`src/rtl/ksa_rr_arbiter_pkg.sv`:
```
// Shared definitions for the round-robin adder arbiter.
//   id_width  : requester-ID width for a given requester count
//   rsp_width : response record width ({c_out, sum})
//   rr_first  : first set request bit scanning upward from a pointer, with wrap
package ksa_rr_arbiter_pkg;

  localparam int MAX_REQ = 32;

  function automatic int id_width(input int n);
    return (n <= 2) ? 1 : $clog2(n);
  endfunction

  function automatic int rsp_width(input int width);
    return width + 1;
  endfunction

  // Returns -1 when no bit in req[n-1:0] is set. Scanning from the highest
  // offset down lets the lowest offset from ptr win the final assignment.
  function automatic int rr_first(input logic [MAX_REQ-1:0] req, input int n, input int ptr);
    int idx;
    rr_first = -1;
    for (int k = MAX_REQ - 1; k >= 0; k--) begin
      if (k < n) begin
        idx = ptr + k;
        if (idx >= n) idx = idx - n;
        if (req[idx]) rr_first = idx;
      end
    end
  endfunction

endpackage

```
`src/rtl/koggie_stone_adder.sv`:
```
// Kogge-Stone parallel-prefix adder, purely combinational.
//   a, b  : operands
//   c_in  : carry in
//   sum   : (a + b + c_in) mod 2^WIDTH
//   c_out : carry out of bit WIDTH-1
module koggie_stone_adder #(
  parameter int WIDTH = 64
) (
  input  logic [WIDTH-1:0] a,
  input  logic [WIDTH-1:0] b,
  input  logic             c_in,
  output logic [WIDTH-1:0] sum,
  output logic             c_out
);

  logic [WIDTH-1:0] p0;
  logic [WIDTH-1:0] g;
  logic [WIDTH-1:0] p;
  logic [WIDTH-1:0] g_n;
  logic [WIDTH-1:0] p_n;
  logic [WIDTH-1:0] carry;

  assign p0 = a ^ b;

  // Carry-in is folded into bit 0's generate so the prefix tree needs no extra column.
  always_comb begin
    g      = a & b;
    g[0]   = g[0] | (p0[0] & c_in);
    p      = p0;
    g_n    = '0;
    p_n    = '0;
    for (int d = 1; d < WIDTH; d = d * 2) begin
      g_n = g;
      p_n = p;
      for (int i = 0; i < WIDTH; i++) begin
        if (i >= d) begin
          g_n[i] = g[i] | (p[i] & g[i-d]);
          p_n[i] = p[i] & p[i-d];
        end
      end
      g = g_n;
      p = p_n;
    end
  end

  assign carry = {g[WIDTH-2:0], c_in};
  assign sum   = p0 ^ carry;
  assign c_out = g[WIDTH-1];

endmodule

```
`src/rtl/ksa_rr_arbiter_rr_arbiter.sv`:
```
// Round-robin arbiter, reusable for any shared datapath.
//   req       : request vector
//   ptr       : highest-priority index this cycle
//   en        : qualifies the one-hot grant (index is reported regardless)
//   grant     : one-hot grant, zero when en=0 or no request
//   grant_idx : encoded index of the winning request
//   grant_any : some request is pending
module rr_arbiter
  import ksa_rr_arbiter_pkg::*;
#(
  parameter int N_REQ = 4,
  parameter int ID_W  = 2
) (
  input  logic [N_REQ-1:0] req,
  input  logic [ID_W-1:0]  ptr,
  input  logic             en,
  output logic [N_REQ-1:0] grant,
  output logic [ID_W-1:0]  grant_idx,
  output logic             grant_any
);

  logic [MAX_REQ-1:0] req_ext;
  int                 first;

  always_comb begin
    req_ext   = MAX_REQ'(req);
    first     = rr_first(req_ext, N_REQ, int'(ptr));
    grant     = '0;
    grant_idx = '0;
    grant_any = 1'b0;
    if (first >= 0) begin
      grant_idx = ID_W'(first);
      grant_any = 1'b1;
      if (en) grant[first] = 1'b1;
    end
  end

endmodule

```
`src/rtl/ksa_rr_arbiter.sv`:
```
// Shares one Kogge-Stone adder among N_REQ requesters with round-robin grants.
// Two-stage pipeline: S1 operand register -> adder -> S2 response register.
//   clk, reset          : clock, async active-low reset
//   req_valid/req_ready : per-requester handshake (req_ready one-hot or zero)
//   req_a, req_b, req_c : packed per-requester operands and carry-in
//   rsp_valid/rsp_ready : response handshake with back-pressure
//   rsp_data, rsp_id    : {c_out, sum} and issuing requester index
//   busy                : either pipeline stage holds data
module ksa_rr_arbiter
  import ksa_rr_arbiter_pkg::*;
#(
  parameter int WIDTH = 64,
  parameter int N_REQ = 4,
  parameter int ID_W  = id_width(N_REQ)
) (
  input  logic                   clk,
  input  logic                   reset,
  input  logic [N_REQ-1:0]       req_valid,
  output logic [N_REQ-1:0]       req_ready,
  input  logic [N_REQ*WIDTH-1:0] req_a,
  input  logic [N_REQ*WIDTH-1:0] req_b,
  input  logic [N_REQ-1:0]       req_c,
  output logic                   rsp_valid,
  input  logic                   rsp_ready,
  output logic [WIDTH:0]         rsp_data,
  output logic [ID_W-1:0]        rsp_id,
  output logic                   busy
);

  localparam int RSP_W = rsp_width(WIDTH);

  logic             s1_valid;
  logic [WIDTH-1:0] s1_a;
  logic [WIDTH-1:0] s1_b;
  logic             s1_c;
  logic [ID_W-1:0]  s1_id;
  logic [ID_W-1:0]  rr_ptr;
  logic [ID_W-1:0]  rr_next;
  logic [ID_W-1:0]  grant_idx;
  logic             grant_any;
  logic             s2_ready;
  logic             s1_ready;
  logic             arb_en;
  logic             accept;
  logic [WIDTH-1:0] sum;
  logic             c_out;

  assign s2_ready = !rsp_valid || rsp_ready;
  assign s1_ready = !s1_valid || s2_ready;
  // Gating with reset keeps req_ready low for the whole time reset is held.
  assign arb_en   = s1_ready && reset;
  assign accept   = grant_any && arb_en;
  assign rr_next  = (grant_idx == ID_W'(N_REQ - 1)) ? '0 : grant_idx + 1'b1;
  assign busy     = s1_valid || rsp_valid;

  rr_arbiter #(
    .N_REQ (N_REQ),
    .ID_W  (ID_W)
  ) u_rr_arbiter (
    .req       (req_valid),
    .ptr       (rr_ptr),
    .en        (arb_en),
    .grant     (req_ready),
    .grant_idx (grant_idx),
    .grant_any (grant_any)
  );

  koggie_stone_adder #(
    .WIDTH (WIDTH)
  ) u_adder (
    .a     (s1_a),
    .b     (s1_b),
    .c_in  (s1_c),
    .sum   (sum),
    .c_out (c_out)
  );

  always_ff @(posedge clk or negedge reset) begin
    if (!reset) begin
      s1_valid  <= 1'b0;
      s1_a      <= '0;
      s1_b      <= '0;
      s1_c      <= 1'b0;
      s1_id     <= '0;
      rr_ptr    <= '0;
      rsp_valid <= 1'b0;
      rsp_data  <= '0;
      rsp_id    <= '0;
    end else begin
      if (s1_valid && s2_ready) begin
        rsp_valid <= 1'b1;
        rsp_data  <= RSP_W'({c_out, sum});
        rsp_id    <= s1_id;
      end else if (rsp_ready) begin
        rsp_valid <= 1'b0;
      end

      if (accept) begin
        s1_valid <= 1'b1;
        s1_a     <= req_a[int'(grant_idx)*WIDTH +: WIDTH];
        s1_b     <= req_b[int'(grant_idx)*WIDTH +: WIDTH];
        s1_c     <= req_c[grant_idx];
        s1_id    <= grant_idx;
        rr_ptr   <= rr_next;
      end else if (s2_ready) begin
        s1_valid <= 1'b0;
      end
    end
  end

endmodule

```
`config.mk`:
```
export PLATFORM = sky130hd
export DESIGN_NAME = ksa_rr_arbiter
export DESIGN_NICKNAME = d
export VERILOG_FILES = /design/src/rtl/ksa_rr_arbiter_pkg.sv /design/src/rtl/koggie_stone_adder.sv /design/src/rtl/ksa_rr_arbiter_rr_arbiter.sv /design/src/rtl/ksa_rr_arbiter.sv
export SDC_FILE = /design/constraint.sdc
export NUM_CORES = 1
export LEC_CHECK = 0
export BUFFER_PORTS_ARGS = -buffer_cell sky130_fd_sc_hd__buf_2
export CAP_MARGIN = 0
export CORE_AREA = 2 2 234 236
export DETAILED_ROUTE_END_ITERATION = 6
export DIE_AREA = 0 0 236 238
export GPL_ROUTABILITY_DRIVEN = 0
export SLEW_MARGIN = 15
export SYNTH_ARGS = -nofsm -noshare
export SYNTH_HDL_FRONTEND = slang
export SYNTH_SLANG_ARGS = --single-unit
```
`constraint.sdc`:
```
create_clock -name clk -period 4 [get_ports clk]
set_input_delay 0.2 -clock clk [delete_from_list [all_inputs] [get_ports clk]]
set_output_delay 0.2 -clock clk [all_outputs]
set_load 0.02 [all_outputs]
```
==> summary.txt <==
worst slew pin tran = 0.802 ns
layout cells sized above 1 = 33.2%
initial antenna violation count = 2
RSZ-0062 raised after global routing = false
Tot Pwr = 22.1 mW
Post-synth EDFFs = 0
GR Util All Layers = 19.8%
CTS hold repair buffers = 1
Synth warnings = 0
worst-path maximum fanout = 4
CTS-repair resized insts = 0
CTS max path bufs = 3
CTS tree = done
Routed WL per cell = 18.0 microns
Via-to-Cell Ratio = 5.15
routed wire length = 57900 microns
mux share of post-synthesis cell area = 11.7%
Fin. Hold Viols = 0
Initial Util = 29.9%
Fmax = 265 MHz
Mapped Area = 16000 sq um
Mapped Avg Cell Area = 8.03 sq um
grt ovf = 0
Flop pwr share = 16.7%
main flop type after synthesis = dfrtp_1
Root Driver = clkbuf_16
Cell Count, Final, Fillers Out = 3209
Switch Pwr = 11.2 mW
clock latency on the worst-skew pair = 0.55 ns
Antenna Nets Post-Route = 0
power per cell area = 1080 nW/um^2
HP Class = in -> reg
finished layout cell area = 20500 sq um
biggest cell delay along the critical path = 0.49 ns
Slew Limit Fails = 0
total number of vias = 16.5k
vias in the first global route = 16.4k
largest family of logic cells by synthesized area = compound AO/OA/AOI/OAI gates
largest net degree at the start of global routing = 132
commonest non-fill, non-tap cell in the layout = buf_2
sequential-to-total area share from yosys stat = 31.6%
row count = 85
Total Nets Final = 3088
Placed Cells = 3163
Synth Area in Adders = 5.58%
Clock power frac = 10.6%
Critical Path Most Common Cell = fa_1
Synth Area in XOR/XNOR = 3.07%
min cycle time layout = 3.77 ns
Post-DP HPWL = 45300 microns
VDD IR max = 0.731 mV
Worst path slowest cell = fa_1
Cells after Synth = 1991
CP arrival = 4.17 ns
PortBufs = 595
Post-DP Area = 19600 sq um
starting DRC count in detailed routing = 1077
htree depth = 1
startpoint types = flop
Synth Area in Compound Gates = 25.0%
die height = 238 microns
Max Cap Viol = 0
I/O pin cnt = 596
Setup TNS Final = 0 ns
syn nets = 2584
ys async rst share = 100%
outcome = completed
Initial DRT Pass Iterations = 5
Crit Path Category = reg -> reg
first-pass GRT wire length = 89300 microns
worst hold slack = 0.0269 ns
critical path endpoint category = flop
Post-route DRC = 0
Finish-stage setup viols = 0
die area = 56200 sq um
CORE AREA = 53500 sq um
Yosys cell types = 71
DIE WIDTH = 236 microns
Logic pwr share = 72.6%
Yosys reg bits = 202
P_int = 10.9 mW
Switching Share = 50.8%
commonest non-fill, non-tap cells in the layout = buf_2 (594), nand2_1 (375), a21oi_1 (333), dfrtp_1 (202), o21ai_0 (140)
Synth Area in Simple Gates = 17.9%
Static Leak = 10.1 nW
final period utilization = 94.2%
Area growth syn-to-layout = 28.1%
Clock transition at path regs = 0.06 ns
Rel. slew slack = 46.6%
Post-CTS Setup Bufs = 0
total CTS buffers = 25
Worst Path Required = 4.41 ns
clock sinks = 202
clock skew = 0.0191 ns
cells along the critical path = fa_1 > fa_1 > a211oi_1 > o211ai_1 > a21o_1 > and3_1 > o2111a_1 > or3_1 > a221oi_2 > xor2_1 > o21ai_1
-- routing by layer --
layer	GRT usage (%)	vias up	share of wire, %
li1	-	8127	-
met1	25.6	7768	44
met2	34.1	552	48
met3	3.84	66	6.1
met4	4.19	0	2.0
met5	0	-	0
-- sequential cells by signal, indices dropped and copies added, names as in the netlist --
signal	flops
rr_ptr	2
rsp_data	65
rsp_id	2
rsp_valid	1
s1_a	64
s1_b	64
s1_c	1
s1_id	2
s1_valid	1
-- synthesized netlist by cell type, types with 10 or more instances --
cell type	instances	area (sq um)
buf_6	10	113
a21oi_1	333	1670
nor2_1	38	143
nand2_1	376	1410
buf_2	52	260
xor2_1	29	254
nor3_1	15	75.1
o21ai_1	82	410
xnor2_1	27	236
a31oi_1	13	81.3
mux2_2	53	597
clkbuf_1	91	342
nand3_1	140	701
mux2_4	78	1170
dfrtp_1	202	5050
a21o_1	64	480
nand4_1	26	163
ha_1	68	851
inv_1	17	63.8
o21ai_0	140	701
-- power groups by stage --
stage	registers, mW	logic (mW)	clock network, mW
floorplan	3.93	11.4	0
global route	3.82	17.7	2.51
detailed placement	3.73	16.1	0
CTS	3.71	16.1	2.43
finish	3.69	16.0	2.35
global placement	3.69	15.9	0
-- final cells by class --
cell class,instances,area (sq um)
well taps,696,871
clock inverters,11,143
flip-flops and latches,202,5050
inverters,17,63.8
multi-input cells,1611,10100
fillers,5537,33000
repair buffers,638,3490
diodes,1,2.50
clock buffers,33,696
-- through the flow --
| stage | util, % | setup WS (ns) |
|---|---|---|
| final | 38.3 | 0.233 |
| after floorplan | - | 0.658 |
| after detailed placement | 36.7 | 0.227 |
| after global placement | 36.7 | 0.221 |
| after global routing | 38.3 | 0.0506 |
| after CTS | 38.3 | 0.199 |
-- worst paths after layout --
check / from / endpoint / slack, ns / depth (start not counted)
min reg2reg: rsp_data[25]$_DFFE_PN0P_ / rsp_data[25]$_DFFE_PN0P_ / 0.47 / 2
min in group asynchronous: reset / rsp_data[20]$_DFFE_PN0P_ / 0.24 / 2
max in group asynchronous: reset / s1_a[51]$_DFFE_PN0P_ / 2.74 / 3
max reg2reg: s1_a[0]$_DFFE_PN0P_ / rsp_data[44]$_DFFE_PN0P_ / 0.23 / 11
min: rsp_ready / rsp_valid$_DFFE_PN0P_ / 0.03 / 3
max: s1_a[0]$_DFFE_PN0P_ / rsp_data[44]$_DFFE_PN0P_ / 0.23 / 11
-- worst max-delay path: cells and delay by family, from the launching register on --
kind                     cells  cell delay [ns]
adder cells (fa/ha/maj)      2             0.94
AND/OR/NAND/NOR              2             0.65
XOR/XNOR                     1             0.19
flip-flops                   1             0.40
AO/OA/AOI/OAI                6             1.46
-- cell families (layout without fill, tap and decap cells) --
family | Yosys count | count (layout)
AND/OR/NAND/NOR | 645 | 645
flip-flops | 202 | 202
buffers and inverters | 178 | 699
adder cells (fa/ha/maj) | 70 | 70
other | 0 | 1
multiplexers | 137 | 137
XOR/XNOR | 56 | 56
AO/OA/AOI/OAI | 703 | 703
(Power assumes the default switching activity.)
